$ cat src/rtl/alu_seq_unit_if.sv
// alu_seq_unit_if: request/response bundle between the control FSM and the
// sequenced ALU.
//   master (control side): drives Start, FS, Data_in_A, Data_in_B;
//                          observes Result_out, Flags_out, Busy, Done, Halted, Err.
//   slave  (ALU side):     the mirror image.
// Flags_out is packed as {Z, N, C, V}.
interface alu_seq_unit_if #(
  parameter int unsigned WIDTH = 8
);
  logic             Start;
  logic [3:0]       FS;
  logic [WIDTH-1:0] Data_in_A;
  logic [WIDTH-1:0] Data_in_B;
  logic [WIDTH-1:0] Result_out;
  logic [3:0]       Flags_out;
  logic             Busy;
  logic             Done;
  logic             Halted;
  logic             Err;

  modport master (
    output Start, FS, Data_in_A, Data_in_B,
    input  Result_out, Flags_out, Busy, Done, Halted, Err
  );

  modport slave (
    input  Start, FS, Data_in_A, Data_in_B,
    output Result_out, Flags_out, Busy, Done, Halted, Err
  );
endinterface

$ cat src/rtl/alu_seq_unit.sv
// alu_seq_unit: handshaked ALU with registered result and {Z,N,C,V} flags,
// single-cycle logic/arithmetic/shift operations, a WIDTH-cycle shift-add
// multiplier and a sticky halt state.
//   CLK      rising-edge clock
//   Reset_n  asynchronous active-low reset
//   bus      alu_seq_unit_if.slave: Start/FS/Data_in_A/Data_in_B in,
//            Result_out/Flags_out/Busy/Done/Halted/Err out
module alu_seq_unit #(
  parameter int unsigned WIDTH = 8
) (
  input  logic         CLK,
  input  logic         Reset_n,
  alu_seq_unit_if.slave bus
);
  localparam int unsigned SW = $clog2(WIDTH);
  localparam int unsigned CW = $clog2(WIDTH);

  typedef enum logic [1:0] {
    S_IDLE,
    S_MUL_RUN,
    S_HALT
  } state_t;

  state_t             state_q, state_d;
  logic [WIDTH-1:0]   result_q, result_d;
  logic [3:0]         flags_q, flags_d;
  logic               done_q, done_d;
  logic               err_q, err_d;
  logic [2*WIDTH-1:0] prod_q, prod_d;
  logic [2*WIDTH-1:0] mcand_q, mcand_d;
  logic [WIDTH-1:0]   mplier_q, mplier_d;
  logic [CW-1:0]      cnt_q, cnt_d;

  logic [WIDTH-1:0]   a, b, alu_r;
  logic               alu_c, alu_v, a_min;
  logic [SW-1:0]      shamt;
  logic [WIDTH:0]     add_x, sub_x, shl_x, shr_x;
  logic [2*WIDTH-1:0] mul_sum;

  // Single-cycle datapath, evaluated directly on the presented operands.
  always_comb begin
    a     = bus.Data_in_A;
    b     = bus.Data_in_B;
    shamt = b[SW-1:0];
    add_x = {1'b0, a} + {1'b0, b};
    sub_x = {1'b0, b} - {1'b0, a};
    // The extra bit above (SHL) or below (SHR) catches the last bit shifted
    // out; a zero shift leaves it 0.
    shl_x = {1'b0, a} << shamt;
    shr_x = {a, 1'b0} >> shamt;
    a_min = (a == {1'b1, {(WIDTH-1){1'b0}}});
    alu_r = a;
    alu_c = 1'b0;
    alu_v = 1'b0;
    case (bus.FS)
      4'd1: begin
        alu_r = add_x[WIDTH-1:0];
        alu_c = add_x[WIDTH];
        alu_v = (a[WIDTH-1] == b[WIDTH-1]) && (add_x[WIDTH-1] != a[WIDTH-1]);
      end
      4'd2: begin
        alu_r = sub_x[WIDTH-1:0];
        alu_c = sub_x[WIDTH];
        alu_v = (a[WIDTH-1] != b[WIDTH-1]) && (sub_x[WIDTH-1] != b[WIDTH-1]);
      end
      4'd3: begin
        alu_r = a[WIDTH-1] ? -a : a;
        alu_v = a_min;
      end
      4'd4:  alu_r = ~a;
      4'd5:  alu_r = a & b;
      4'd6: begin
        alu_r = -a;
        alu_v = a_min;
      end
      4'd8:  alu_r = a | b;
      4'd9:  alu_r = a ^ b;
      4'd10: begin
        alu_r = shl_x[WIDTH-1:0];
        alu_c = shl_x[WIDTH];
      end
      4'd11: begin
        alu_r = shr_x[WIDTH:1];
        alu_c = shr_x[0];
      end
      default: ;
    endcase
  end

  always_comb begin
    state_d  = state_q;
    result_d = result_q;
    flags_d  = flags_q;
    done_d   = 1'b0;
    err_d    = 1'b0;
    prod_d   = prod_q;
    mcand_d  = mcand_q;
    mplier_d = mplier_q;
    cnt_d    = cnt_q;
    mul_sum  = prod_q + (mplier_q[0] ? mcand_q : '0);
    case (state_q)
      S_IDLE: begin
        if (bus.Start) begin
          case (bus.FS)
            4'd7:  state_d = S_HALT;
            4'd12: begin
              state_d  = S_MUL_RUN;
              prod_d   = '0;
              mcand_d  = {{WIDTH{1'b0}}, a};
              mplier_d = b;
              cnt_d    = '0;
            end
            4'd13, 4'd14, 4'd15: err_d = 1'b1;
            default: begin
              result_d = alu_r;
              flags_d  = {alu_r == '0, alu_r[WIDTH-1], alu_c, alu_v};
              done_d   = 1'b1;
            end
          endcase
        end
      end
      S_MUL_RUN: begin
        // Partial product lives in prod_q only; Result_out is written once,
        // on the final iteration, straight from the last sum.
        prod_d   = mul_sum;
        mcand_d  = mcand_q << 1;
        mplier_d = mplier_q >> 1;
        cnt_d    = cnt_q + 1'b1;
        if (cnt_q == CW'(WIDTH-1)) begin
          state_d  = S_IDLE;
          result_d = mul_sum[WIDTH-1:0];
          flags_d  = {mul_sum[WIDTH-1:0] == '0, mul_sum[WIDTH-1],
                      |mul_sum[2*WIDTH-1:WIDTH], 1'b0};
          done_d   = 1'b1;
        end
      end
      S_HALT: ;
      default: state_d = S_IDLE;
    endcase
  end

  always_ff @(posedge CLK or negedge Reset_n) begin
    if (!Reset_n) begin
      state_q  <= S_IDLE;
      result_q <= '0;
      flags_q  <= '0;
      done_q   <= 1'b0;
      err_q    <= 1'b0;
      prod_q   <= '0;
      mcand_q  <= '0;
      mplier_q <= '0;
      cnt_q    <= '0;
    end else begin
      state_q  <= state_d;
      result_q <= result_d;
      flags_q  <= flags_d;
      done_q   <= done_d;
      err_q    <= err_d;
      prod_q   <= prod_d;
      mcand_q  <= mcand_d;
      mplier_q <= mplier_d;
      cnt_q    <= cnt_d;
    end
  end

  assign bus.Result_out = result_q;
  assign bus.Flags_out  = flags_q;
  assign bus.Busy       = (state_q == S_MUL_RUN);
  assign bus.Done       = done_q;
  assign bus.Halted     = (state_q == S_HALT);
  assign bus.Err        = err_q;
endmodule

$ cat src/flat_wrapper.sv
// flat-port wrapper written by rule: the top's interface ports become plain ports
module alu_seq_unit_flat 
#(
  parameter int unsigned WIDTH = 8
)
  (CLK, Reset_n, bus_Start, bus_FS, bus_Data_in_A, bus_Data_in_B, bus_Result_out, bus_Flags_out, bus_Busy, bus_Done, bus_Halted, bus_Err);
  alu_seq_unit_if #(.WIDTH(WIDTH)) bus_i ();
  input  logic CLK;
  input  logic Reset_n;
  input wire logic [$bits(bus_i.Start)-1:0] bus_Start;
  input wire logic [$bits(bus_i.FS)-1:0] bus_FS;
  input wire logic [$bits(bus_i.Data_in_A)-1:0] bus_Data_in_A;
  input wire logic [$bits(bus_i.Data_in_B)-1:0] bus_Data_in_B;
  output wire logic [$bits(bus_i.Result_out)-1:0] bus_Result_out;
  output wire logic [$bits(bus_i.Flags_out)-1:0] bus_Flags_out;
  output wire logic [$bits(bus_i.Busy)-1:0] bus_Busy;
  output wire logic [$bits(bus_i.Done)-1:0] bus_Done;
  output wire logic [$bits(bus_i.Halted)-1:0] bus_Halted;
  output wire logic [$bits(bus_i.Err)-1:0] bus_Err;
  assign bus_i.Start = bus_Start;
  assign bus_i.FS = bus_FS;
  assign bus_i.Data_in_A = bus_Data_in_A;
  assign bus_i.Data_in_B = bus_Data_in_B;
  assign bus_Result_out = bus_i.Result_out;
  assign bus_Flags_out = bus_i.Flags_out;
  assign bus_Busy = bus_i.Busy;
  assign bus_Done = bus_i.Done;
  assign bus_Halted = bus_i.Halted;
  assign bus_Err = bus_i.Err;
  alu_seq_unit #(.WIDTH(WIDTH)) u_core (.CLK(CLK), .Reset_n(Reset_n), .bus(bus_i));
endmodule
$ cat config.mk
export PLATFORM = sky130hd
export DESIGN_NAME = alu_seq_unit_flat
export DESIGN_NICKNAME = d
export VERILOG_FILES = /design/src/rtl/alu_seq_unit_if.sv /design/src/rtl/alu_seq_unit.sv /design/src/flat_wrapper.sv
export SDC_FILE = /design/constraint.sdc
export NUM_CORES = 1
export LEC_CHECK = 0
export ABC_CLOCK_PERIOD_IN_PS = 4100
export CAP_MARGIN = 20
export CORE_ASPECT_RATIO = 1.2
export CORE_MARGIN = 3
export CORE_UTILIZATION = 45
export DETAILED_ROUTE_END_ITERATION = 8
export HOLD_SLACK_MARGIN = 0.15
export PLACE_DENSITY_LB_ADDON = 0.05
export SYNTH_ARGS = -nofsm -noshare
export SYNTH_HDL_FRONTEND = slang
export SYNTH_SLANG_ARGS = --single-unit
$ cat constraint.sdc
create_clock -name CLK -period 4.1 [get_ports CLK]
set_input_delay 0.82 -clock CLK [delete_from_list [all_inputs] [get_ports CLK]]
set_output_delay 0.82 -clock CLK [all_outputs]
set_load 0.01 [all_outputs]
==> results.toml, run 1 <==
[floorplan]
rows = 44
dieHeight_microns = 129
die_x_microns = 109
ios = 39
initial_core_util_pct = 46.6
core_sq_um = 12200
dieArea_sq_um = 14000

[clock_network]
clk_pin_slew_ns = 0.05
cts_resized = 0
clock_latency_ns = 0.33
numClockSinks = 58
cts_made_buffers = 9
cts-root-buf = "clkbuf_16"
cts_tree = "yes"
cts_setup_buffers = 0
cts_hold_buffers = 0
clockBufferDepth = 2
cts_htree_levels = 3

[sta]
max_freq_ghz = 0.273
slew_viol_final = 0
setup_tns_ns = 0
slew_headroom_pct = 37.4
layout_min_cycle_time_ns = 3.66
finalSetupViolCount = 0
rsz0062_at_grt = "false"
fin_crit_sh_pct = 89.3
fin_skew_ns = 0.00760
worst_pin_slew_ns = 0.939
finalHoldViolations = 0

[final_layout]
fin_nets = 821
num_antenna_cells = 0
layout-drive-gt1-share_pct = 9.93
area_growth_pct = 16.6
final_cells = 916

[power]
p_leak_nw = 2.99
vdd_ir_drop_max_mv = 0.211
power_density_nw_per_um2 = 466

[critical_path]
rr_startpoint = "u_core.mplier_q[0]$_DFFE_PN0P_"
end_kind = "flop"
cp-start-kind = "flop"
worstPathArrival_ns = 3.86
crit_type = "reg -> reg"
required_ns = 4.30
cp_max_fo = 17
startpoint = "u_core.mplier_q[0]$_DFFE_PN0P_"

[detailed_routing]
drtIter0Drc = 522
postRouteAntennaNets = 0
routedWlPerCell_microns = 20.0
dr.pass1.iters = 5
viasPerCell = 6.10
routed_wl_microns = 18300
num_vias = 5591
drc_errors = 0

[logic_synthesis]
synth-main-ff-cell = "dfrtp_1"
async_flop_share_pct = 100
netlist.top_cell.by_area = "dfrtp_1"
synth-edff-count = 0
synth_fp_nets = 792
ys.warnings.count = 0
yosysSeqAreaShare_pct = 25.5
ys_top_cells_by_area = "dfrtp_1 26%, ha_1 9.9%, nand2_1 6.5%, a21oi_1 4.6%, o21ai_0 4.1%"
synth_seq_cells = 58
synth_top_area_share_pct = 25.5
syn-instance-count = 721
synth_area_sq_um = 5690
avgSynthCellArea_sq_um = 7.89
synth_cell_type_count = 77

[placement]
gp_congestion = 1.01
dpl.hpwl_microns = 14000
placed_cells = 900
port-buffer-count = 38

[worst_hold_path]
hold_class = "reg -> reg"
min-delay-start = "u_core.mcand_q[12]$_DFFE_PN0P_"

[global_route]
grt_max_degree = 48
first_global_vias = 5442
grt_first_pass_wirelength_microns = 29100
grt_overflow_total = 0
antenna_found_initial = 0
grt.total_usage_pct = 26.8

[job]
max_cap_violations = 0

[run_status]
status = "complete, no violations"
## path summary, 6_finish.rpt
| check | end | cells after the start | slack [ns] |
|---|---|---|---|
| setup / recovery | u_core.bus.Flags_out[1]$_DFFE_PN0P_ | 11 | 0.44 |
| hold / removal | u_core.mcand_q[13]$_DFFE_PN0P_ | 2 | 0.47 |
| setup reg to reg | u_core.bus.Flags_out[1]$_DFFE_PN0P_ | 11 | 0.44 |
| hold reg to reg | u_core.mcand_q[13]$_DFFE_PN0P_ | 2 | 0.47 |
| max in group asynchronous | u_core.mcand_q[10]$_DFFE_PN0P_ | 2 | 2.64 |
| min in group asynchronous | u_core.cnt_q[0]$_DFFE_PN0P_ | 1 | 0.64 |
## critical path: stages (launching register included)
cell and delay (ns):
dfrtp_1 0.54, and2_1 0.25, ha_1 0.20, fa_1 0.42
a21o_1 0.19, nand4_1 0.16, a21boi_1 0.12, o21a_1 0.19
or3_1 0.32, a2111oi_0 0.52, nand4bb_1 0.27, a221o_1 0.35
## Yosys cell counts (7+ instances only)
cell / n
ha_1: 45
mux2i_1: 9
dfrtp_1: 58
o21ai_0: 47
o21a_1: 7
xnor2_1: 13
nor2b_1: 14
a31oi_1: 7
nor2_1: 54
or3_1: 7
nand2b_1: 9
and2_1: 17
a211oi_1: 8
nor3_1: 18
buf_2: 10
a21o_1: 14
clkbuf_1: 33
inv_1: 26
nand3_1: 24
o211ai_1: 10
nand2_1: 99
a21oi_1: 52
## cells by family (layout without fill, tap and decap cells)
| group | Yosys count | after routing | synth area share, % |
|---|---|---|---|
| simple gates | 283 | 283 | 24.5 |
| compound gates | 216 | 216 | 25.7 |
| buf+inv | 80 | 114 | 5.69 |
| flops | 58 | 58 | 25.5 |
| fa+ha+maj | 48 | 48 | 10.9 |
| mux | 19 | 19 | 5.08 |
| xor+xnor | 17 | 17 | 2.62 |
## state kept, by name (all words and copies together) (netlist names)
name / flops
u_core.mplier_q: 8
u_core.bus.Result_out: 7
u_core.mcand_q: 16
u_core.prod_q: 16
u_core.state_q: 2
u_core.bus.Done: 1
u_core.cnt_q: 3
u_core.bus.Flags_out: 4
u_core.bus.Err: 1
## per-stage QoR
step                      hold WS (ns)  instance area [sq um]  worst slack [ns]  power, W  util [%]
after floorplan                  0.450                   5690             0.933   0.00177         -
after global placement           0.462                   6290             0.361   0.00219      51.5
after detailed placement         0.471                   6290             0.320   0.00222      51.5
after CTS                        0.478                   6640             0.433   0.00311      54.3
after global routing             0.499                   6640             0.284   0.00330      54.3
final                            0.475                   6640             0.438   0.00309      54.3
## cells in the final DEF, fill, tap and decap left out, types with 8 or more instances in the layout
master           instances
nand2_1                 99
mux2i_1                  9
nor2b_1                 14
xnor2_1                 13
clkbuf_16                9
nand3_1                 24
o211ai_1                10
and2_1                  17
nor2_1                  54
dfrtp_1                 58
inv_1                   26
a21o_1                  14
nand2b_1                 9
a211oi_1                 8
nor3_1                  18
buf_4                   30
ha_1                    45
o21ai_0                 47
a21oi_1                 52
clkdlybuf4s50_1         36
## power by group
part / internal (W) / leakage (nW) / switching (W) / total [W]
Clock: 0.000611 / 0.167 / 0.000257 / 0.000868
Sequential: 0.000786 / 0.751 / 0.000162 / 0.000948
Combinational: 0.000568 / 2.07 / 0.000707 / 0.00127
Total: 0.00196 / 2.99 / 0.00113 / 0.00309
## layout make-up
cell class / count / area (sq um)
Clock buffer: 12 / 246
Timing Repair Buffer: 69 / 616
Tap cell: 161 / 201
Fill cell: 1204 / 5580
Sequential cell: 58 / 1450
Clock inverter: 4 / 98.8
Multi-Input combinational cell: 583 / 3920
Inverter: 29 / 109
## routing by layer
metal	track usage (%)	vias to the layer above	part of all wire (%)
li1	-	2685	-
met1	33.5	2660	42
met2	44.7	197	49
met3	3.54	49	4.4
met4	14.4	0	5.2
met5	0	-	0
Note: power is estimated with default switching activity, not from simulation.
==> run 2: changes to the inputs <==
--- a/config.mk
+++ b/config.mk
@@ -11,6 +11,7 @@
 export CORE_MARGIN = 3
 export CORE_UTILIZATION = 45
 export DETAILED_ROUTE_END_ITERATION = 8
+export GPL_ROUTABILITY_DRIVEN = 0
 export HOLD_SLACK_MARGIN = 0.15
 export PLACE_DENSITY_LB_ADDON = 0.05
 export SYNTH_ARGS = -nofsm -noshare
==> run 2 against run 1 <==
Compared with the run above:
- sequential cell count did not move
- clock power fell by 22%
- die area did not move
==> results.toml, run 2 (synthesis gave the netlist of run 1 again) <==
[final_layout]
fin_nets = 823
top_regs = "u_core.mcand_q: 16 flops, u_core.prod_q: 16 flops, u_core.mplier_q: 8 flops"
area_growth_pct = 15.4
final_cell_area_sq_um = 6570
num_antenna_cells = 0
layout-drive-gt1-share_pct = 10.3
final_cell_mix = "99 x nand2_1, 58 x dfrtp_1, 54 x nor2_1"
final_common_cell = "nand2_1"

[sta]
setup_tns_ns = 0
slew_headroom_pct = 38.1
fin_crit_sh_pct = 88.1
setup_slack_ns = 0.490
rsz0062_at_grt = "false"
slew_viol_final = 0
fin_skew_ns = 0.00928
worst_pin_slew_ns = 0.928
max_freq_ghz = 0.277
finalSetupViolCount = 0
layout_min_cycle_time_ns = 3.61
holdWs_ns = 0.478
finalHoldViolations = 0

[global_route]
use_met3_pct = 3.29
gr-max-usage-layer = "met2"
first_global_vias = 5508
grt_first_pass_wirelength_microns = 28900
antenna_found_initial = 0
grt_use_met2_pct = 43.8
grt_overflow_total = 0
grt_max_degree = 48
grtUsageMet1_pct = 32.9
grt.total_usage_pct = 26.5

[critical_path]
rrSetupSlack_ns = 0.66
required_ns = 4.33
cp_max_fo = 8
crit_type = "in -> reg"
r2r_cells = 11
cp-start-kind = "primary input"
reg2reg_to = "u_core.bus.Flags_out[1]$_DFFE_PN0P_"
rr_startpoint = "u_core.mplier_q[0]$_DFFE_PN0P_"
end_kind = "flop"
worstPathArrival_ns = 3.84
startpoint = "bus_Data_in_A[0]"

[detailed_routing]
postRouteAntennaNets = 0
drc_errors = 0
routed_wl_microns = 17900
dr.pass1.iters = 5
routedWlPerCell_microns = 19.5
viasPerCell = 6.11
num_vias = 5606
drtIter0Drc = 452

[clock_network]
clock_latency_ns = 0.33
cts_tree = "yes"
cts_made_buffers = 9
cts_hold_buffers = 0
cts_htree_levels = 3
cts-root-buf = "clkbuf_16"
cts_setup_buffers = 0
clk_pin_slew_ns = 0.05
clockBufferDepth = 2
numClockSinks = 58
cts_resized = 0

[worst_hold_path]
min-delay-start = "u_core.bus.Flags_out[0]$_DFFE_PN0P_"
hold_class = "reg -> reg"
hold_path_end = "u_core.bus.Flags_out[0]$_DFFE_PN0P_"
min_path_cells = 2

[job]
max_cap_violations = 0

[floorplan]
initial_core_util_pct = 46.6
ios = 39
dieHeight_microns = 129
dieArea_sq_um = 14000
rows = 44
core_sq_um = 12200
die_x_microns = 109

[placement]
place_ws_ns = 0.238
placed_cell_area_sq_um = 6290
port-buffer-count = 38
dpl.hpwl_microns = 13800

[power]
vdd_ir_drop_max_mv = 0.209
p_leak_nw = 2.96
power_density_nw_per_um2 = 442

[run_status]
status = "complete, no violations"
## run 2: changes by cell type in the layout (fill, tap and decap cells not counted), sizes merged
cell      change
buf           +2
bufinv        -3
clkbuf        -1
clkinv        +2
clkinvlp      +2
## run 2: stage by stage
| step | utilization, % | power, W | std cells |
|---|---|---|---|
| 5_1_grt | 53.7 | 0.00311 | 918 |
| 2_1_floorplan | - | 0.00177 | 721 |
| 6_report | 53.7 | 0.00290 | 918 |
| 3_3_place_gp | 51.5 | 0.00219 | 902 |
| 3_5_place_dp | 51.5 | 0.00223 | 902 |
| 4_1_cts | 53.7 | 0.00292 | 918 |
## run 2: worst max path at each step
stage | slack, ns | end
after detailed placement | 0.24 | u_core.bus.Flags_out[3]$_DFFE_PN0P_
after CTS | 0.53 | u_core.bus.Flags_out[3]$_DFFE_PN0P_
after global placement | 0.32 | u_core.bus.Flags_out[3]$_DFFE_PN0P_
after global routing | 0.32 | u_core.bus.Flags_out[3]$_DFFE_PN0P_
after floorplan | 0.93 | u_core.bus.Flags_out[3]$_DFFE_PN0P_
final | 0.49 | u_core.bus.Flags_out[3]$_DFFE_PN0P_
## run 2: layout make-up
type / count / area (sq um)
Clock buffer: 11 / 243
Sequential cell: 58 / 1450
Timing Repair Buffer: 71 / 618
Inverter: 29 / 109
Multi-Input combinational cell: 583 / 3920
Fill cell: 1210 / 5650
Tap cell: 161 / 201
Clock inverter: 5 / 30.0
## run 2: worst max-delay path, cell delays in order
cell and delay [ns]:
clkdlybuf4s50_1 0.63, ha_1 0.26, inv_1 0.07, fa_1 0.41
nor2b_1 0.15, o21ai_0 0.20, o22ai_1 0.17, o21ai_0 0.19
a32oi_1 0.13, o32ai_1 0.50, nand2_1 0.13, o31ai_2 0.19
## run 2: layer usage
layer	vias up	wire length, microns
met5	-	0
met2	200	8600
li1	2681	-
met3	61	892
met4	0	1100
met1	2664	7340
## run 2: power breakdown
part	leakage (nW)	internal, W	switching [W]	total, W
Clock	0.131	0.000421	0.000255	0.000676
Combinational	2.07	0.000574	0.000712	0.00129
Sequential	0.751	0.000786	0.000153	0.000940
Total	2.96	0.00178	0.00112	0.00290
==> run 3: changes to the inputs <==
--- a/config.mk
+++ b/config.mk
@@ -5,7 +5,7 @@
 export SDC_FILE = /design/constraint.sdc
 export NUM_CORES = 1
 export LEC_CHECK = 0
-export ABC_CLOCK_PERIOD_IN_PS = 4100
+export ABC_CLOCK_PERIOD_IN_PS = 4660
 export CAP_MARGIN = 20
 export CORE_ASPECT_RATIO = 1.2
 export CORE_MARGIN = 3
==> constraint.sdc (replaced) <==
create_clock -name CLK -period 4.66 [get_ports CLK]
set_input_delay 0.932 -clock CLK [delete_from_list [all_inputs] [get_ports CLK]]
set_output_delay 0.932 -clock CLK [all_outputs]
set_load 0.01 [all_outputs]
==> run 3 against run 2 <==
Compared with the run above:
- clock skew decreased by 0.0030 ns
- sequential cell count is the same
- cell count fell by 1.4%
- first-iteration DRC count grew 8.2%
- cell area decreased by 0.88%
- sequential power is 11% lower
==> results.toml, run 3 (synthesis gave the netlist of run 1 again) <==
[sta]
slew_headroom_pct = 42.4
finalSetupViolCount = 0
setup_tns_ns = 0
holdWs_ns = 0.477
rsz0062_at_grt = "false"
slew_viol_final = 0
worst_pin_slew_ns = 0.857
fin_crit_sh_pct = 80.8
fin_skew_ns = 0.00627
finalHoldViolations = 0
layout_min_cycle_time_ns = 3.77
max_freq_ghz = 0.265

[clock_network]
cts_tree = "yes"
cts_htree_levels = 3
cts_hold_buffers = 0
clock_latency_ns = 0.32
cts_made_buffers = 9
cts-root-buf = "clkbuf_16"
clockBufferDepth = 2
cts_resized = 0
cts_setup_buffers = 0
numClockSinks = 58
clk_pin_slew_ns = 0.05

[global_route]
grt_max_degree = 61
first_global_vias = 5347
antenna_found_initial = 0
grt_overflow_total = 0
grt.total_usage_pct = 26.3
grt_first_pass_wirelength_microns = 28700

[critical_path]
cp-start-kind = "primary input"
worstPathArrival_ns = 3.97
cp_max_fo = 11
required_ns = 4.86
end_kind = "flop"
crit_type = "in -> reg"

[placement]
port-buffer-count = 38
dpl.hpwl_microns = 13700

[final_layout]
num_antenna_cells = 0
final_cell_mix = "99 x nand2_1, 58 x dfrtp_1, 54 x nor2_1"
layout-drive-gt1-share_pct = 8.74
top_regs = "u_core.mcand_q: 16 flops, u_core.prod_q: 16 flops, u_core.mplier_q: 8 flops"
fillers = 1244
final_common_cell = "nand2_1"
area_growth_pct = 14.4
fin_nets = 811

[power]
vdd_ir_drop_max_mv = 0.205
p_leak_nw = 2.92
power_density_nw_per_um2 = 403

[floorplan]
core_sq_um = 12200
rows = 44
die_x_microns = 109
initial_core_util_pct = 46.6
ios = 39
dieArea_sq_um = 14000
dieHeight_microns = 129

[detailed_routing]
drc_errors = 0
postRouteAntennaNets = 0
dr.pass1.iters = 5
routedWlPerCell_microns = 20.2
drtIter0Drc = 489
routed_wl_microns = 18300
viasPerCell = 6.27
num_vias = 5670

[worst_hold_path]
hold_class = "reg -> reg"

[job]
max_cap_violations = 0

[run_status]
status = "complete, no violations"
run 3: cell types whose count changed in the layout (fill, tap and decap cells not counted):
cell / delta
bufinv_16: +1
clkbuf_8: +2
buf_4: -12
clkinv_2: -2
clkinvlp_4: -2
run 3: final timing paths:
path	cells after the start	slack, ns	start	endpoint
min in group asynchronous	1	0.54	Reset_n	u_core.bus.Result_out[3]$_DFFE_PN0P_
max in group asynchronous	2	3.22	Reset_n	u_core.prod_q[13]$_DFFE_PN0P_
setup / recovery	11	0.89	bus_Data_in_A[1]	u_core.bus.Flags_out[2]$_DFFE_PN0P_
hold / removal	2	0.48	u_core.mplier_q[2]$_DFFE_PN0P_	u_core.mplier_q[1]$_DFFE_PN0P_
setup reg to reg	11	1.15	u_core.mplier_q[0]$_DFFE_PN0P_	u_core.bus.Flags_out[1]$_DFFE_PN0P_
hold reg to reg	2	0.48	u_core.mplier_q[2]$_DFFE_PN0P_	u_core.mplier_q[1]$_DFFE_PN0P_
run 3: cell type report:
cell class / instances / area (sq um) / area share (%)
clock buffer: 13 / 270 / 4.15
clock inverter: 2 / 35.0 / 0.538
inverter: 29 / 109 / 1.67
multi-input combinational: 583 / 3920 / 60.1
sequential: 58 / 1450 / 22.3
tap: 161 / 201 / 3.09
timing repair buffer: 59 / 528 / 8.11
run 3: critical path: stages:
cell and delay [ns]:
clkdlybuf4s50_1 0.62, inv_1 0.28, ha_1 0.42, o21ba_2 0.18, o221ai_1 0.18, o41ai_1 0.56
xor2_1 0.14, a22oi_1 0.20, a21oi_1 0.14, a211oi_1 0.26, a21oi_1 0.06
run 3: power breakdown:
group | internal, W | leakage (nW) | switching (W)
Combinational | 0.000498 | 2.01 | 0.000626
Clock | 0.000453 | 0.152 | 0.000218
Sequential | 0.000692 | 0.751 | 0.000140
run 3: layer usage:
| layer | up-vias | wire, microns | track usage, % |
|---|---|---|---|
| li1 | 2663 | - | - |
| met1 | 2719 | 7300 | 33.4 |
| met2 | 236 | 8770 | 43.3 |
| met3 | 52 | 1160 | 3.19 |
| met4 | 0 | 1030 | 14.8 |
| met5 | - | 0 | 0 |
run 3: metrics by stage:
step / total power [W] / cells / util (%) / cell area, sq um / setup WS, ns
finish: 0.00263 / 905 / 53.3 / 6510 / 0.893
global route: 0.00279 / 905 / 53.3 / 6510 / 0.750
CTS: 0.00263 / 905 / 53.3 / 6510 / 0.951
detailed placement: 0.00195 / 890 / 50.8 / 6200 / 0.621
global placement: 0.00192 / 890 / 50.8 / 6200 / 0.762
floorplan: 0.00156 / 721 / - / 5690 / 1.38
